==> src/rtl/ror_pkg.sv <==
// Shared defaults and sequencer state encoding for the radius-outlier-removal batch sequencer.
package ror_pkg;

  localparam int unsigned DEF_N                = 16;
  localparam int unsigned DEF_CORE_NUMBER      = 64;
  localparam int unsigned DEF_DISTANCE_MODULES = 2;
  localparam int unsigned DEF_PIPE_LAT         = 4;

  typedef enum logic [2:0] {
    ST_IDLE  = 3'd0,
    ST_LOAD  = 3'd1,
    ST_SWEEP = 3'd2,
    ST_WAIT  = 3'd3,
    ST_SCAN  = 3'd4,
    ST_DONE  = 3'd5
  } state_t;

endpackage

==> src/rtl/ror_outlier_scan.sv <==
// Captures the per-core outlier flags once per batch and walks them in ascending order,
// pushing in-range outlier indices into the FIFO and holding position while it is full.
module ror_outlier_scan #(
  parameter int unsigned W           = 32,
  parameter int unsigned CORE_NUMBER = 64
) (
  input  logic                   clock,
  input  logic                   reset,
  input  logic                   scan_en,
  input  logic                   capture,
  input  logic [CORE_NUMBER-1:0] core_outlier,
  input  logic [W-1:0]           point_pos,
  input  logic [W-1:0]           size,
  input  logic                   fifo_full,
  output logic                   fifo_wr_en,
  output logic [W-1:0]           fifo_wr_data,
  output logic                   scan_done
);

  localparam int unsigned KW = (CORE_NUMBER > 1) ? $clog2(CORE_NUMBER) : 1;

  logic [CORE_NUMBER-1:0] flags_q, flags_d;
  logic [KW-1:0]          k_q, k_d;
  logic [W-1:0]           idx;
  logic                   want, stall, last_k;

  always_comb begin
    idx          = point_pos + W'(k_q);
    want         = scan_en && flags_q[k_q] && (idx < size);
    stall        = want && fifo_full;
    last_k       = (k_q == KW'(CORE_NUMBER - 1));
    fifo_wr_en   = want && !fifo_full;
    fifo_wr_data = fifo_wr_en ? idx : '0;
    scan_done    = scan_en && !stall && last_k;
  end

  always_comb begin
    flags_d = flags_q;
    k_d     = k_q;
    if (capture) begin
      flags_d = core_outlier;
      k_d     = '0;
    end else if (scan_en && !stall) begin
      k_d = last_k ? '0 : k_q + KW'(1);
    end
  end

  always_ff @(posedge clock or posedge reset) begin
    if (reset) begin
      flags_q <= '0;
      k_q     <= '0;
    end else begin
      flags_q <= flags_d;
      k_q     <= k_d;
    end
  end

endmodule

==> src/rtl/ror_batch_sequencer.sv <==
// Batch sequencer: loads CORE_NUMBER distance cores, sweeps the whole cloud past them,
// waits out the core pipeline, then scans the captured outlier flags into the FIFO.
module ror_batch_sequencer
  import ror_pkg::*;
#(
  parameter int unsigned N                = DEF_N,
  parameter int unsigned CORE_NUMBER      = DEF_CORE_NUMBER,
  parameter int unsigned DISTANCE_MODULES = DEF_DISTANCE_MODULES,
  parameter int unsigned PIPE_LAT         = DEF_PIPE_LAT
) (
  input  logic                        clock,
  input  logic                        reset,
  input  logic                        start,
  input  logic [2*N-1:0]              point_cloud_size,
  input  logic [CORE_NUMBER-1:0]      core_outlier,
  input  logic                        fifo_full,
  output logic [2*N-1:0]              point_pos,
  output logic                        core_load,
  output logic [2*N-1:0]              feeder_pos,
  output logic                        feeder_valid,
  output logic [DISTANCE_MODULES-1:0] feeder_lane_valid,
  output logic                        feeder_last,
  output logic                        fifo_wr_en,
  output logic [2*N-1:0]              fifo_wr_data,
  output logic                        busy,
  output logic                        done
);

  localparam int unsigned W     = 2 * N;
  localparam int unsigned M     = DISTANCE_MODULES;
  localparam int unsigned LAT_W = $clog2(PIPE_LAT + 2);

  state_t           state_q, state_d;
  logic [W-1:0]     size_q, size_d;
  logic [W-1:0]     point_pos_q, point_pos_d;
  logic [W-1:0]     feeder_pos_q, feeder_pos_d;
  logic [LAT_W-1:0] lat_q, lat_d;
  logic [W-1:0]     next_pos;
  logic             sweep_last, capture, scan_en, scan_done;

  always_comb begin
    sweep_last = (feeder_pos_q + W'(M)) >= size_q;
    capture    = (state_q == ST_WAIT) && (lat_q >= LAT_W'(PIPE_LAT));
    scan_en    = (state_q == ST_SCAN);
    next_pos   = point_pos_q + W'(CORE_NUMBER);
  end

  always_comb begin
    state_d      = state_q;
    size_d       = size_q;
    point_pos_d  = point_pos_q;
    feeder_pos_d = feeder_pos_q;
    lat_d        = lat_q;
    case (state_q)
      ST_IDLE, ST_DONE: begin
        if (start) begin
          size_d      = point_cloud_size;
          point_pos_d = '0;
          state_d     = (point_cloud_size == '0) ? ST_DONE : ST_LOAD;
        end
      end
      ST_LOAD: begin
        feeder_pos_d = '0;
        state_d      = ST_SWEEP;
      end
      ST_SWEEP: begin
        // Feeder position parks at zero outside SWEEP so it reads 0 in LOAD/idle.
        if (sweep_last) begin
          feeder_pos_d = '0;
          lat_d        = LAT_W'(1);
          state_d      = ST_WAIT;
        end else begin
          feeder_pos_d = feeder_pos_q + W'(M);
        end
      end
      ST_WAIT: begin
        if (capture) begin
          lat_d   = '0;
          state_d = ST_SCAN;
        end else begin
          lat_d = lat_q + LAT_W'(1);
        end
      end
      ST_SCAN: begin
        if (scan_done) begin
          point_pos_d = next_pos;
          state_d     = (next_pos >= size_q) ? ST_DONE : ST_LOAD;
        end
      end
      default: state_d = ST_IDLE;
    endcase
  end

  always_ff @(posedge clock or posedge reset) begin
    if (reset) begin
      state_q      <= ST_IDLE;
      size_q       <= '0;
      point_pos_q  <= '0;
      feeder_pos_q <= '0;
      lat_q        <= '0;
    end else begin
      state_q      <= state_d;
      size_q       <= size_d;
      point_pos_q  <= point_pos_d;
      feeder_pos_q <= feeder_pos_d;
      lat_q        <= lat_d;
    end
  end

  always_comb begin
    point_pos         = point_pos_q;
    feeder_pos        = feeder_pos_q;
    core_load         = (state_q == ST_LOAD);
    feeder_valid      = (state_q == ST_SWEEP);
    feeder_last       = feeder_valid && sweep_last;
    busy              = (state_q != ST_IDLE) && (state_q != ST_DONE);
    done              = (state_q == ST_DONE);
    feeder_lane_valid = '0;
    for (int unsigned j = 0; j < M; j++) begin
      feeder_lane_valid[j] = feeder_valid && ((feeder_pos_q + W'(j)) < size_q);
    end
  end

  ror_outlier_scan #(
    .W           (W),
    .CORE_NUMBER (CORE_NUMBER)
  ) u_scan (
    .clock        (clock),
    .reset        (reset),
    .scan_en      (scan_en),
    .capture      (capture),
    .core_outlier (core_outlier),
    .point_pos    (point_pos_q),
    .size         (size_q),
    .fifo_full    (fifo_full),
    .fifo_wr_en   (fifo_wr_en),
    .fifo_wr_data (fifo_wr_data),
    .scan_done    (scan_done)
  );

endmodule

==> config.mk <==
export PLATFORM = sky130hd
export DESIGN_NAME = ror_batch_sequencer
export DESIGN_NICKNAME = d
export VERILOG_FILES = /design/src/rtl/ror_pkg.sv /design/src/rtl/ror_outlier_scan.sv /design/src/rtl/ror_batch_sequencer.sv
export SDC_FILE = /design/constraint.sdc
export NUM_CORES = 1
export LEC_CHECK = 0
export ABC_AREA = 1
export BUFFER_PORTS_ARGS = -buffer_cell sky130_fd_sc_hd__buf_2
export CORE_ASPECT_RATIO = 0.8
export CORE_MARGIN = 2
export CORE_UTILIZATION = 58
export CTS_CLUSTER_SIZE = 30
export DETAILED_ROUTE_END_ITERATION = 16
export PLACE_DENSITY_LB_ADDON = 0.3
export SETUP_SLACK_MARGIN = 0.5
export SKIP_LAST_GASP = 1
export SLEW_MARGIN = 15
export SYNTH_ARGS = -nofsm -noshare
export SYNTH_HDL_FRONTEND = slang
export SYNTH_SLANG_ARGS = --single-unit
==> constraint.sdc <==
create_clock -name clock -period 5.64 [get_ports clock]
set_input_delay 0.564 -clock clock [delete_from_list [all_inputs] [get_ports clock]]
set_output_delay 0.564 -clock clock [all_outputs]
set_load 0.05 [all_outputs]
==> results of run 1 <==
power by group through the flow:
stage | clock network, mW | logic (mW) | registers, mW
finish | 1.26 | 2.33 | 1.78
detailed placement | 0 | 2.30 | 1.80
CTS | 1.26 | 2.32 | 1.77
floorplan | 0 | 1.75 | 1.74
global route | 1.30 | 2.66 | 1.82
global placement | 0 | 2.20 | 1.78
per-layer routing:
layer  global-route usage [%]  part of all wire (%)  wire (µm)  up-vias
li1                         -                     -          -     5951
met2                     50.7                    46      16300      481
met3                     4.16                   6.7       2340       65
met5                        0                     0          0        -
met1                     42.8                    45      15700     5616
met4                     10.6                   2.4        863        0
how the worst max path moves through the flow:
| stage | from | endpoint | slack (ns) | depth (start not counted) |
|---|---|---|---|---|
| floorplan | reset | feeder_pos[10]$_DFFE_PP0P_ | 0.61 | 1 |
| global placement | feeder_pos[1]$_DFFE_PP0P_ | feeder_last | 1.73 | 17 |
| detailed placement | feeder_pos[1]$_DFFE_PP0P_ | feeder_last | 1.60 | 18 |
| CTS | feeder_pos[1]$_DFFE_PP0P_ | feeder_last | 1.11 | 18 |
| global route | feeder_pos[1]$_DFFE_PP0P_ | feeder_last | 0.75 | 18 |
| finish | feeder_pos[1]$_DFFE_PP0P_ | feeder_last | 1.07 | 18 |
cells in the final DEF, fill, tap and decap left out, types with 4 or more instances in the layout:
cell type	netlist	final
nand2_1	444	443
inv_1	232	231
buf_2	17	196
nor2_1	181	181
dfrtp_1	165	165
ha_1	155	155
a21oi_1	116	116
nand3_1	95	95
o21ai_0	78	77
xor2_1	58	58
nor3_1	33	33
nand4_1	24	24
nor4_1	18	18
clkbuf_16	0	17
o22ai_1	15	15
conb_1	1	8
a211oi_1	6	6
clkinv_8	0	6
buf_4	12	6
o21a_1	5	5
inv_2	4	4
o21ai_1	4	4
o211ai_1	4	4
o221ai_1	4	4
inv_6	0	4
inv_12	0	4
state kept, by name, summed over array words and instances, names as in the netlist:
name,count
u_scan.flags_q,64
size_q,32
feeder_pos,31
point_pos,26
u_scan.k_q,6
lat_q,3
state_q,3
worst max-delay path: stages, from the launching register on:
cell and delay [ns]:
dfrtp_1 0.46, ha_1 0.22, nand3_1 0.11, nor2_1 0.33
nand2_1 0.16, inv_1 0.10, nand4_1 0.18, nor2_1 0.22
nand3_1 0.12, xor2_1 0.21, inv_1 0.07, ha_1 0.32
nand4_1 0.11, inv_1 0.08, nand2_1 0.07, nor4_1 0.19
nand2_1 0.11, a21oi_1 0.21, buf_2 0.31
synth_stat cells, types with 2 or more instances:
master | count | share of area, %
nor2_2 | 4 | 0.20
nor3_1 | 33 | 1.3
inv_2 | 4 | 0.12
nand3_1 | 95 | 3.8
ha_1 | 155 | 15
a31oi_1 | 2 | 0.099
dfrtp_1 | 165 | 33
buf_6 | 5 | 0.44
inv_1 | 232 | 6.9
a211oi_1 | 6 | 0.36
o21ai_1 | 4 | 0.16
o21ai_0 | 78 | 3.1
nand2_1 | 444 | 13
o211ai_1 | 4 | 0.24
o221ai_1 | 4 | 0.28
buf_2 | 17 | 0.67
xor2_1 | 58 | 4.0
a21oi_1 | 116 | 4.6
nor2_1 | 181 | 5.4
nand4_1 | 24 | 1.2
nand2_4 | 2 | 0.18
nor4_1 | 18 | 0.89
o22ai_1 | 15 | 0.74
nor3b_1 | 2 | 0.12
buf_4 | 12 | 0.71
clkinv_1 | 2 | 0.059
o21a_1 | 5 | 0.30
nor2_4 | 2 | 0.18
clkbuf_1 | 68 | 2.0
o31ai_1 | 2 | 0.12
o2111ai_1 | 2 | 0.14
through the flow:
step / util, % / power [mW] / hold WS, ns
2_1_floorplan: - / 3.49 / 0.442
5_1_grt: 66.3 / 5.79 / 0.194
6_report: 66.3 / 5.37 / 0.139
4_1_cts: 66.2 / 5.35 / 0.294
3_3_place_gp: 63.2 / 3.97 / 0.453
3_5_place_dp: 63.2 / 4.09 / 0.459
kinds of logic after synthesis:
kind of cell	share of synthesized area, %
DFF	32.6
other	0.0296
muxes	0.0790
adders and majority gates	15.3
xor gates and xnor gates	4.08
and+or+nand+nor	26.8
AOI/OAI and AO/OA	10.2
buffers and inverters	10.9
layout make-up:
class / count / share of cell area (%)
clock buffer: 17 / 2.98
clock inverter: 15 / 1.47
inverter: 239 / 6.34
multi-input combinational: 1274 / 50.4
sequential: 165 / 29.0
tap: 275 / 2.41
timing repair buffer: 203 / 7.39
==> metrics, run 1 <==
status finished clean; via/cell ratio roughly 5.5; final cell count without fillers around 2200; nets 2155; setup slack after layout between 1 and 1.5 ns; Period Utilization, post-route between 80% and 90%; core area between 0.02 and 0.025 mm²; Psw roughly 2.5 mW; crit path max fanout 6; Comb power frac between 40% and 50%; CTS tree yes; skew final roughly 0.019 ns; Cells after DPL about 2200; worst skew pair latency approximately 0.46 ns; Port Buffers 196; setup bufs post-CTS 0; DIE AREA 0.0231 mm²; Final TNS setup 0 ns; syn avg cell area slightly above 7 µm²; pre-CTS setup slack between 1.5 and 2 ns; Worst-path clk slew around 0.080 ns; max_cap viols 0; pin count of the biggest net entering global routing 114; CP Class reg2out; DRT Pass-1 Iters 6; Initial Util between 50 and 60%; die height 136 µm; worst r2r src feeder_pos[1]$_DFFE_PP0P_; Num Clock Sinks roughly 170; Post-CTS Resized 0; Mapped Cells 1773; Top Ports 204; Synth cell types 43; Max transition margin about 28%; die width 169 µm; Filler cells around 1900; Clock Root Buffer clkbuf_16; Area Overhead vs Synth 12.5%; WP data required 5.08 ns; placed cell area approximately 0.014 mm²; number of global-route vias before repair 11200; dpl hpwl 26500 µm; drt drc 0; GPL Wtd Cong 0.941; final hold vios 0; Clock Power Share roughly a quarter; WP data arrival 4.01 ns; fin crit period around 4.6 ns; RSZ-0062 raised after global routing no; Final ANT Viol Nets 0; GR Overflow Total 0; gr usage total between 30% and 40%; sequential share of power approximately 33%; per-cell routed wire length 16.1 µm; r2r endpoint state_q[2]$_DFFE_PP0P_; Yosys reg bits roughly 170; FF/Latch Area between 0.004 and 0.005 mm²; slew at the pin closest to its max-slew limit ~1.1 ns; maximum clock rate ~220 MHz; Final setup viols 0; worst r2r path cells 23; Max VDD drop between 0.2 and 0.25 mV; cell area after synthesis about 0.013 mm²; synth warn 0; DR vias 12100; final instance area between 0.01 and 0.015 mm²; multi-input combinational cell area around 0.007 mm²; first-pass GRT wire length between 50000 and 60000 µm; diode count 0; P per Cell Area between 300 and 400 mW/mm²; CP Launch Type flip-flop; sequential fraction of the synthesis area 32.6%; Setup crit end kind primary output; sw frac a little under half; worst hold path type in2async; Lkg Pwr roughly 8 nW; P_int approximately 2.9 mW; number of synthesized flops with an enable pin 0; CTS Buffer Depth 2; Num CTS Buffers 17; H-Tree Depth 4; initial antenna violation count 0; Routed WL approximately 35000 µm; DRT iter0 DRCs ~1000; layout cell share with drive strength beyond 1 approximately an eighth; Slew Limit Fails 0; Post-synth ARST share between 90% and 100%; ys flop type dfrtp_1; hold_buf cts 0; Row Count 48; Worst R2R Setup Slack between 1.5 and 2 ns
(Power assumes the default switching activity.)
==> inputs of run 2 (changes only) <==
- clock period: 5.64 -> 4.4 ns (I/O delays scaled with it)
==> run 2 against run 1 <==
Effect of this change: register-to-register slack lost 1.1 ns; wire length increased by 5.1%; largest power group unchanged; first-iteration DRC count is 25% higher; critical endpoint unchanged; sequential share of layout area fell by 1.0 points; final cell count grew 1.8%.
==> metrics, run 2 (synthesized netlist as in run 1, its figures left out) <==
status finished clean; nets roughly 2200; RSZ-0062 raised after global routing yes; max_cap viols 0; Worst-path clk slew ~0.09 ns; max reg flops 64; layout cell share with drive strength beyond 1 between 10% and 20%; DR vias between 10000 and 15000; worst hold path type in2reg; Final Power around 7.0 mW; Hold Slack 0.177 ns; P per Cell Area about 470 mW/mm²; pre-CTS setup slack around 0.6 ns; Area Overhead vs Synth 17.3%; Biggest register u_scan.flags_q; core area roughly 0.022 mm²; worst skew pair latency 0.45 ns; Final setup viols 0; DRT iter0 DRCs between 1000 and 1500; dpl hpwl roughly 27000 µm; Period Utilization, post-route approximately 91%; pin count of the biggest net entering global routing 166; placed cell area about 0.014 mm²; GR Overflow Total 0; DIE AREA around 0.023 mm²; Cells after DPL roughly 2200; Final ANT Viol Nets 0; H-Tree Depth 4; Top Ports between 200 and 250; crit path max fanout 5; via/cell ratio about 5.6; most common cell after layout, fill and taps aside nand2_1; die width about 170 µm; Num Clock Sinks roughly 170; Port Buffers roughly 200; Slew Limit Fails 0; WP data arrival 3.54 ns; Row Count between 40 and 50; per-cell routed wire length about 17 µm; Initial Util 58.9%; Lkg Pwr slightly above 8 nW; WP data required roughly 4.0 ns; Clock Root Buffer clkbuf_16; skew final approximately 0.019 ns; Routed WL roughly 37000 µm; CP Launch Type flip-flop; maximum clock rate approximately 250 MHz; GPL Wtd Cong 0.971; slew at the pin closest to its max-slew limit approximately 1.1 ns; number of global-route vias before repair about 12000; CTS Buffer Depth 2; Setup crit end kind primary output; setup slack after layout 0.418 ns; Layout Utilization approximately 69%; Final TNS setup 0 ns; fin crit period ~4.0 ns; Max VDD drop 0.285 mV; die height approximately 140 µm; first-pass GRT wire length roughly 58000 µm; gr usage total 31.8%; CTS tree yes; DRT Pass-1 Iters 9; final cell count without fillers 2228; CP Class reg2out; Num CTS Buffers 17; drt drc 0; hold_buf cts 0; most frequent cells in the layout nand2_1, inv_1, buf_2; final instance area about 0.015 mm²; Max transition margin 28.8%; initial antenna violation count 1; final hold vios 0
-- run 2: layout make-up --
| class | count | area [µm²] |
|---|---|---|
| well taps | 275 | 344 |
| repair buffers | 242 | 1360 |
| flip-flops and latches | 165 | 4150 |
| inverters | 239 | 912 |
| diodes | 1 | 2.50 |
| clock inverters | 15 | 215 |
| fillers | 1793 | 6650 |
| multi-input cells | 1274 | 7440 |
| clock buffers | 17 | 425 |
-- run 2: worst paths after layout --
| check | from | end | slack [ns] | depth (start not counted) |
|---|---|---|---|---|
| setup / recovery | feeder_pos[1]$_DFFE_PP0P_ | feeder_last | 0.42 | 16 |
| hold / removal | core_outlier[14] | u_scan.flags_q[14]$_DFFE_PP0P_ | 0.18 | 3 |
| setup reg to reg | feeder_pos[1]$_DFFE_PP0P_ | feeder_pos[3]$_DFFE_PP0P_ | 0.44 | 23 |
| hold reg to reg | u_scan.flags_q[50]$_DFFE_PP0P_ | u_scan.flags_q[50]$_DFFE_PP0P_ | 0.48 | 2 |
| max in group asynchronous | reset | feeder_pos[16]$_DFFE_PP0P_ | 3.39 | 3 |
| min in group asynchronous | reset | feeder_pos[2]$_DFFE_PP0P_ | 0.22 | 3 |
-- run 2: what timing repair did --
item	CTS	global route
endpoints found under the setup margin	2	67
resized for setup	30	42
pin swaps	8	16
setup buffers	18	19
-- run 2: report_power, final --
group          internal [mW]  switching [mW]  total (mW)  leakage (nW)
sequential              1.99           0.263        2.25          1.97
clock                  0.838           0.792        1.63         0.310
combinational          0.979            2.18        3.16          5.80
-- run 2: per-layer routing --
layer,GRT usage [%],part of all wire [%],vias to the layer above
met5,0,0,-
met4,10.8,2.8,0
li1,-,-,6022
met1,43.0,44,5819
met3,5.36,6.6,90
met2,52.2,47,545
-- run 2: critical path: stages, from the launching register on --
cell     delay (ns)
dfrtp_1        0.41
buf_4          0.13
buf_4          0.12
nand3_4        0.08
nor2_4         0.19
inv_1          0.16
nor4_1         0.37
xor2_1         0.23
inv_1          0.09
ha_1           0.28
nand4_1        0.14
nor3_1         0.19
nand2_1        0.10
nand2_1        0.11
nand2_1        0.09
a21oi_2        0.21
buf_6          0.19
==> inputs of run 3 (changes only) <==
- BUFFER_PORTS_ARGS: -buffer_cell sky130_fd_sc_hd__buf_2 -> unset
- CORE_UTILIZATION: 58 -> 60
- DONT_BUFFER_PORTS: unset -> 1
- SETUP_SLACK_MARGIN: 0.5 -> 0.05
==> run 3 against run 2 <==
Effect of this change: non-clock buffer count shrank 148; flip-flop and latch count stayed put; clock power barely moved; combinational power decreased by 3%; fmax down 6.1%; register-to-register slack improved by 0.03 ns; die area down 3.2%; clock skew fell by 0.0033 ns; via count shrank 5.5%; power decreased by 2.0%; critical path type unchanged; largest cell class unchanged; highest routed layer unchanged.
==> metrics, run 3 (synthesized netlist as in run 1, its figures left out) <==
status finished clean; Hold Slack between 0.1 and 0.15 ns; final instance area 0.0140 mm²; Clock Root Buffer clkbuf_16; H-Tree Depth 4; pre-CTS setup slack about 0.5 ns; Worst R2R Setup Slack between 0.4 and 0.5 ns; Max transition margin approximately a third; Max VDD drop ~0.52 mV; most common cell after layout, fill and taps aside nand2_1; worst hold path type in2reg; cell-by-cell trace of the critical path buf_4 -> nand2_1 -> nor2_1 -> nand2_1 -> nor2_1 -> nand2_1 -> nor2_1 -> nand3_2 -> nor3_2 -> xor2_1 -> inv_1 -> ha_1 -> nand4_1 -> inv_1 -> nand2_1 -> nor4_1 -> nand2_1 -> a21oi_1 -> buf_4; Row Count 47; maximum clock rate 236 MHz; worst skew pair latency 0.44 ns; max reg flops 64; Biggest register u_scan.flags_q; crit path max fanout 4; die width about 170 µm; Num CTS Buffers 17; placed cell area between 0.01 and 0.015 mm²; Initial Util approximately three fifths; CTS tree yes; number of global-route vias before repair 11100; multi-input combinational cell area roughly 0.0072 mm²; Layout Utilization just under 70%; Filler cells 1756; WP data required around 4.0 ns; nets approximately 2000; GPL Wtd Cong between 0.9 and 1; layout cell share with drive strength beyond 1 ~8.3%; most frequent cells in the layout nand2_1, inv_1, nor2_1; Final ANT Viol Nets 0; CP Class reg2out; CP max stage cell dfrtp_1; Top Ports 204; Lkg Pwr between 7 and 8 nW; die height 134 µm; GR Overflow Total 0; final cell count without fillers just over 2000; DRT Pass-1 Iters 6; DRT iter0 DRCs 1240; drt drc 0; Period Utilization, post-route a little over nine tenths; Cells after DPL about 2000; setup slack after layout approximately 0.16 ns; CTS Buffer Depth 2; Buf+Inv Stages, Crit Path 4; Area Overhead vs Synth 10.2%; diode count 0; Final TNS setup 0 ns; setup bufs post-CTS 0; critical path's most frequent cell nand2_1; initial antenna violation count 0; FF/Latch Area 0.00413 mm²; Final Power approximately 6.9 mW; Final setup viols 0; final hold vios 0; DIE AREA approximately 0.022 mm²; dpl hpwl approximately 27000 µm; Num Clock Sinks between 150 and 200; Routed WL 36200 µm; Worst-path clk slew 0.08 ns; skew final ~0.016 ns; Port Buffers 0; pin count of the biggest net entering global routing ~100; WP data arrival 3.80 ns; gr usage total between 30% and 40%; DR vias 11800; slew at the pin closest to its max-slew limit between 0.9 and 1 ns; Slew Limit Fails 0; first-pass GRT wire length ~58000 µm; RSZ-0062 raised after global routing yes; core area approximately 0.021 mm²; via/cell ratio approximately 5.7; per-cell routed wire length 17.5 µm; CP Launch Type flip-flop; crit-path leading delay family simple AND/OR/NAND/NOR gates; Setup crit end kind primary output; P per Cell Area ~490 mW/mm²; max_cap viols 0; fin crit period roughly 4.2 ns; slowest stage delay, CP around 0.40 ns
[run 3: cell type report]
type                    count  area share [%]
clock buffers              17            3.05
repair buffers             94            5.16
inverters                 239            6.49
flip-flops and latches    165            29.6
multi-input cells        1274            51.7
clock inverters            15            1.63
well taps                 269            2.41
[run 3: timing repair]
item / in CTS / in global routing
hold buffers: 1 / 0
endpoints found under the setup margin: 0 / 41
hold endpoints to repair: 15 / 0
gates resized for setup: 0 / 7
[run 3: where the power goes]
part	total (mW)	internal, mW	switching [mW]
logic	3.07	0.905	2.17
clock network	1.61	0.839	0.771
registers	2.22	1.99	0.232
total	6.90	3.73	3.17
[run 3: per-layer routing]
| metal | vias to the layer above | share of wire, % | track usage [%] |
|---|---|---|---|
| met5 | - | 0 | 0 |
| met4 | 0 | 3.4 | 12.2 |
| li1 | 5733 | - | - |
| met3 | 92 | 7.9 | 6.52 |
| met1 | 5434 | 44 | 45.0 |
| met2 | 532 | 45 | 51.3 |
[run 3: final timing paths]
check	start	to	depth (start not counted)
worst min register to register	u_scan.flags_q[13]$_DFFE_PP0P_	u_scan.flags_q[13]$_DFFE_PP0P_	2
max in group asynchronous	reset	u_scan.flags_q[11]$_DFFE_PP0P_	3
worst max register to register	feeder_pos[1]$_DFFE_PP0P_	feeder_pos[26]$_DFFE_PP0P_	19
worst min-delay path	core_outlier[63]	u_scan.flags_q[63]$_DFFE_PP0P_	2
min in group asynchronous	reset	size_q[2]$_DFFE_PP0P_	2
worst max-delay path	feeder_pos[8]$_DFFE_PP0P_	feeder_last	19
